[src/rtl/chunk_pkg.sv]
// rtl/chunk_pkg.sv - shared bank-state encoding and buffer sizing for the chunk interface
package chunk_pkg;

  localparam int DEF_SAMPLE_SIZE  = 24;
  localparam int DEF_IO_BUFF_SIZE = 64;

  typedef enum logic [1:0] {
    BANK_FREE       = 2'd0,
    BANK_FILLING    = 2'd1,
    BANK_FULL       = 2'd2,
    BANK_PROCESSING = 2'd3
  } bank_state_e;

endpackage

[src/rtl/chunk_bank_tracker.sv]
// rtl/chunk_bank_tracker.sv - ping-pong bank ownership: fill, announce oldest full bank, release
module chunk_bank_tracker
  import chunk_pkg::*;
(
  input  logic clk,
  input  logic rst_n,
  input  logic accept,
  input  logic accept_last,
  input  logic wr_bank,
  input  logic chunk_done,
  output logic wr_bank_open,
  output logic chunk_pulse,
  output logic chunk_bank
);

  bank_state_e state_q    [2];
  bank_state_e state_next [2];
  logic        older_q;
  logic        older_next;
  logic        full0;
  logic        full1;
  logic        busy;
  logic        busy_bank;
  logic        cand;
  logic        announce;

  assign wr_bank_open = (state_q[wr_bank] == BANK_FREE) || (state_q[wr_bank] == BANK_FILLING);

  always_ff @(posedge clk) begin
    if (!rst_n) begin
      state_q[0]  <= BANK_FREE;
      state_q[1]  <= BANK_FREE;
      older_q     <= 1'b0;
      chunk_pulse <= 1'b0;
      chunk_bank  <= 1'b0;
    end else begin
      state_q[0]  <= state_next[0];
      state_q[1]  <= state_next[1];
      older_q     <= older_next;
      chunk_pulse <= announce;
      if (announce) chunk_bank <= cand;
    end
  end

  // FULL is only seen one cycle after the final accept, so the announce
  // decided here lands after the last write pulse has reached memory.
  always_comb begin
    state_next[0] = state_q[0];
    state_next[1] = state_q[1];
    older_next    = older_q;
    full0         = (state_q[0] == BANK_FULL);
    full1         = (state_q[1] == BANK_FULL);
    busy          = (state_q[0] == BANK_PROCESSING) || (state_q[1] == BANK_PROCESSING);
    busy_bank     = (state_q[1] == BANK_PROCESSING);
    cand          = (full0 && full1) ? older_q : full1;
    announce      = (full0 || full1) && (!busy || chunk_done);

    if (chunk_done && busy) state_next[busy_bank] = BANK_FREE;
    if (announce) state_next[cand] = BANK_PROCESSING;

    if (accept) begin
      if (accept_last) begin
        state_next[wr_bank] = BANK_FULL;
        older_next = (state_q[~wr_bank] == BANK_FULL) ? ~wr_bank : wr_bank;
      end else begin
        state_next[wr_bank] = BANK_FILLING;
      end
    end
  end

endmodule

[src/rtl/chunk_writer.sv]
// rtl/chunk_writer.sv - sample stream to ping-pong input buffer writer with chunk announce
module chunk_writer
  import chunk_pkg::*;
#(
  parameter int SAMPLE_SIZE      = DEF_SAMPLE_SIZE,
  parameter int IO_BUFF_SIZE     = DEF_IO_BUFF_SIZE,
  parameter int IO_BUFF_PTR_BITS = $clog2(IO_BUFF_SIZE)
) (
  input  logic                        clk,
  input  logic                        rst_n,
  input  logic                        in_sample_valid,
  input  logic [SAMPLE_SIZE-1:0]      in_sample,
  output logic                        in_sample_ready,
  output logic                        input_buff_write_pulse,
  output logic                        input_buff_bank,
  output logic [IO_BUFF_PTR_BITS-1:0] input_buff_ptr,
  output logic [SAMPLE_SIZE-1:0]      input_buff_sample,
  output logic                        chunk_pulse,
  output logic                        chunk_bank,
  input  logic                        chunk_done,
  output logic                        overrun
);

  logic                        wr_bank;
  logic [IO_BUFF_PTR_BITS-1:0] wr_ptr;
  logic                        accept;
  logic                        accept_last;

  assign accept      = in_sample_valid && in_sample_ready;
  assign accept_last = (wr_ptr == IO_BUFF_PTR_BITS'(IO_BUFF_SIZE - 1));

  chunk_bank_tracker u_tracker (
    .clk          (clk),
    .rst_n        (rst_n),
    .accept       (accept),
    .accept_last  (accept_last),
    .wr_bank      (wr_bank),
    .chunk_done   (chunk_done),
    .wr_bank_open (in_sample_ready),
    .chunk_pulse  (chunk_pulse),
    .chunk_bank   (chunk_bank)
  );

  // Pointer wraps naturally because the bank size is a power of two.
  always_ff @(posedge clk) begin
    if (!rst_n) begin
      wr_bank                <= 1'b0;
      wr_ptr                 <= '0;
      input_buff_write_pulse <= 1'b0;
      input_buff_bank        <= 1'b0;
      input_buff_ptr         <= '0;
      input_buff_sample      <= '0;
      overrun                <= 1'b0;
    end else begin
      input_buff_write_pulse <= accept;
      if (accept) begin
        wr_ptr            <= wr_ptr + IO_BUFF_PTR_BITS'(1);
        input_buff_bank   <= wr_bank;
        input_buff_ptr    <= wr_ptr;
        input_buff_sample <= in_sample;
        if (accept_last) wr_bank <= ~wr_bank;
      end
      if (in_sample_valid && !in_sample_ready) overrun <= 1'b1;
    end
  end

endmodule
[config.mk]
export PLATFORM = sky130hd
export DESIGN_NAME = chunk_writer
export DESIGN_NICKNAME = d
export VERILOG_FILES = /design/src/rtl/chunk_pkg.sv /design/src/rtl/chunk_bank_tracker.sv /design/src/rtl/chunk_writer.sv
export SDC_FILE = /design/constraint.sdc
export NUM_CORES = 1
export LEC_CHECK = 0
export ABC_AREA = 1
export BUFFER_PORTS_ARGS = -buffer_cell sky130_fd_sc_hd__buf_2
export CELL_PAD_IN_SITES_DETAIL_PLACEMENT = 0
export CELL_PAD_IN_SITES_GLOBAL_PLACEMENT = 1
export CORE_ASPECT_RATIO = 1.2
export CORE_MARGIN = 4
export CORE_UTILIZATION = 32
export CTS_BUF_LIST = sky130_fd_sc_hd__clkbuf_2 sky130_fd_sc_hd__clkbuf_4 sky130_fd_sc_hd__clkbuf_8
export DETAILED_ROUTE_END_ITERATION = 10
export PLACE_DENSITY = 0.74
export SYNTH_ARGS = -nofsm -noshare
export SYNTH_HDL_FRONTEND = slang
export SYNTH_SLANG_ARGS = --single-unit
[constraint.sdc]
create_clock -name clk -period 1.35 [get_ports clk]
set_clock_uncertainty 0.15 [all_clocks]
set_input_delay 0.2025 -clock clk [delete_from_list [all_inputs] [get_ports clk]]
set_output_delay 0.2025 -clock clk [all_outputs]
set_load 0.01 [all_outputs]
==> flow_summary.yaml <==
worst_setup_path:
  required_ps: 1000
  startpoint_type: "flop"
  r2r_cells: 6
  critPathKind: "reg2out"
  cp.buffers_inverters: 3
  cp_top_family: "flip-flops"
  critPathCaptureType: "output port"
  cpPeakStageDelay_ps: 340
  reg2reg_from: "u_tracker.state_q[1][1]"
  cp_max_fo: 2
  endpoint: "in_sample_ready"
  path_depth: 5
  arrival_ps: 970
  r2r-end: "input_buff_sample[0]"
  reg2reg_slack_ps: 80
  path_cells: "inv_2, nand2_4, nand2_2, inv_1, buf_2"
  timing.critical_path.slowest_stage_cell: "dfxtp_2"
timing:
  setup_violations: 0
  timing.setup.tns_ps: 0
  post-route-period-util: 0.9764
  holdWs_ps: 9.616
  finalHoldViolCount: 0
  grt_setup_unrepaired: "true"
  maxSlewHeadroom: 0.8336
  worstMarginPinSlew_ps: 249.6
  finalMaxSlewViolations: 0
  fin_crit_ps: 1318
  fmax_mhz: 758.6
synth:
  synth_cell_type_count: 21
  yosysWarningCount: 0
  syn-num-nets: 275
  netlist_area_mm2: 0.001864
  ys_seq_area_frac: 0.5154
  avgSynthCellArea_um2: 7.578
  synth_seq_cells: 48
  syn_inst: 246
floorplan:
  die_area_mm2: 0.007116
  core_area_mm2: 0.005668
  start_util: 0.3289
  io_pins: 64
  fp.dieH_um: 91.61
  rows: 30
  die_x_um: 77.68
global_routing:
  antenna_found_initial: 0
  grt_max_degree: 24
  first_global_vias: 1822
  grt_pass1_wl_mm: 8.224
  grt_util_all_layers: 0.1415
  overflow: 0
drt:
  routed_wl_mm: 4.743
  antenna_left: 0
  wire_per_inst_um: 11.21
  first_iter_violations: 91
  via_per_inst: 4.303
  route.detailed.drc: 0
  first_pass_iters: 4
  route.vias.total: 1820
placed_design:
  dp_hpwl_mm: 3.192
  port-buffer-count: 63
  dp_cells: 393
  gp_congestion: 0.7919
  placed_area_mm2: 0.002341
clock_tree:
  clk_pin_slew_ps: 90
  cts_tree: "built"
  h-tree-depth: 2
  numCtsBuffers: 5
  insertion_delay_ps: 290
  cts_buffer_depth: 2
  root_buffer: "clkbuf_8"
  cts.sinks: 48
power_and_ir_drop:
  finalPower_mw: 2.859
  ir_drop_uv: 555.1
  p_int_mw: 2.206
  netSwitchingFraction: 0.2286
  p_clk_frac: 0.358
  switching_power_uw: 653.7
  leakagePower_nw: 1.262
  seqPwrFrac: 0.523
  combPwrFrac: 0.119
  p_per_area_mw_per_mm2: 1036
layout:
  finish.instance_area_mm2: 0.002759
  layout.nets: 371
  drive_gt1_frac: 0.3207
  antenna_cells: 0
  final_cells: 423
  area_growth_pct: 47.99
run:
  cap_viol_max_count: 0
run_status:
  status: "complete, no violations"
worst_hold_path:
  holdCritPathClass: "in2reg"
Yosys cell counts, drive strengths merged:
cell type	number	share of area
clkbuf	4	0.0081
a21oi	44	0.12
inv	15	0.032
a31oi	1	0.0034
o21ai	6	0.016
nand3	6	0.026
ha	1	0.0067
dfxtp	48	0.52
xor2	3	0.014
buf	7	0.026
nand4	2	0.0067
nor3	1	0.0054
nand2	96	0.20
clkinv	1	0.0020
nor2	11	0.022
final cells by class:
type	instances	area, um^2
multi-input cells	171	833.3
clock buffers	6	76.32
repair buffers	100	668.1
flip-flops and latches	48	973.4
well taps	80	100.1
inverters	16	72.57
fillers	582	2909
clock inverters	2	35.03
flip-flops by register name (all words and copies together) (netlist names), 4 cells and up, named ones only:
register / flops
input_buff_ptr: 6
u_tracker.state_q: 4
input_buff_sample: 24
wr_ptr: 6
power groups by stage:
stage	registers, mW	logic, mW	clock network [mW]
after floorplan	1.55	0.122	0
final	1.50	0.340	1.02
after CTS	1.50	0.336	1.07
after global placement	1.53	0.283	0
after detailed placement	1.53	0.285	0
after global routing	1.50	0.383	1.12
worst reg2reg max path, delay by kind of cell, from the launching register on:
kind	cells	cell delay, ps
buffers and inverters	2	270
and+or+nand+nor	3	280
DFF	1	370
AOI/OAI and AO/OA	1	130
worst min-delay path by stage:
stage	startpoint	to	slack, ps	cells after the start
3_5_place_dp	u_tracker.older_q	u_tracker.older_q	300	2
2_1_floorplan	rst_n	wr_ptr[0]	180	2
6_report	in_sample[21]	input_buff_sample[21]	10	3
3_3_place_gp	input_buff_sample[21]	input_buff_sample[21]	300	2
4_1_cts	in_sample[21]	input_buff_sample[21]	2	3
5_1_grt	in_sample[21]	input_buff_sample[21]	10	3
metrics by stage:
stage / setup WS [ps] / utilization
after CTS: -10.21 / 0.4773
final: 31.79 / 0.4868
after global placement: -16.74 / 0.4130
after detailed placement: -27.27 / 0.4130
after global routing: -18.63 / 0.4868
after floorplan: 7.701 / -
kinds of logic after synthesis:
family / share of synthesized area
AO/OA/AOI/OAI: 0.1376
XOR/XNOR: 0.01410
adder cells (fa/ha/maj): 0.006710
buffers and inverters: 0.06778
flip-flops: 0.5154
AND/OR/NAND/NOR: 0.2584
repair_timing:
| action | in CTS | in global routing |
|---|---|---|
| hold buffers | 21 | 1 |
| setup endpoints to repair | 6 | 22 |
| gates cloned | 0 | 0 |
| gates resized for setup | 12 | 16 |
| setup buffers | 0 | 0 |
| endpoints found under the hold margin | 21 | 1 |
| pin swaps | 3 | 2 |
layout by cell type, fill, tap and decap left out, types with 4 or more instances in the layout:
master         count
a21oi_1           43
buf_4             12
nor2_1             9
inv_1             13
dfxtp_1           42
nand2_2            6
dlygate4sd3_1     22
o21ai_0            5
clkbuf_8           5
dfxtp_2            4
buf_2             63
nand2_1           89
layer usage:
layer | wire [um] | track usage | vias to the layer above
li1 | - | - | 978
met2 | 2398 | 0.2443 | 42
met4 | 72 | 0.05341 | 0
met5 | 0 | 0 | -
met3 | 188 | 0.02652 | 6
met1 | 2083 | 0.1727 | 794
Power figures use the tool's default switching activity.
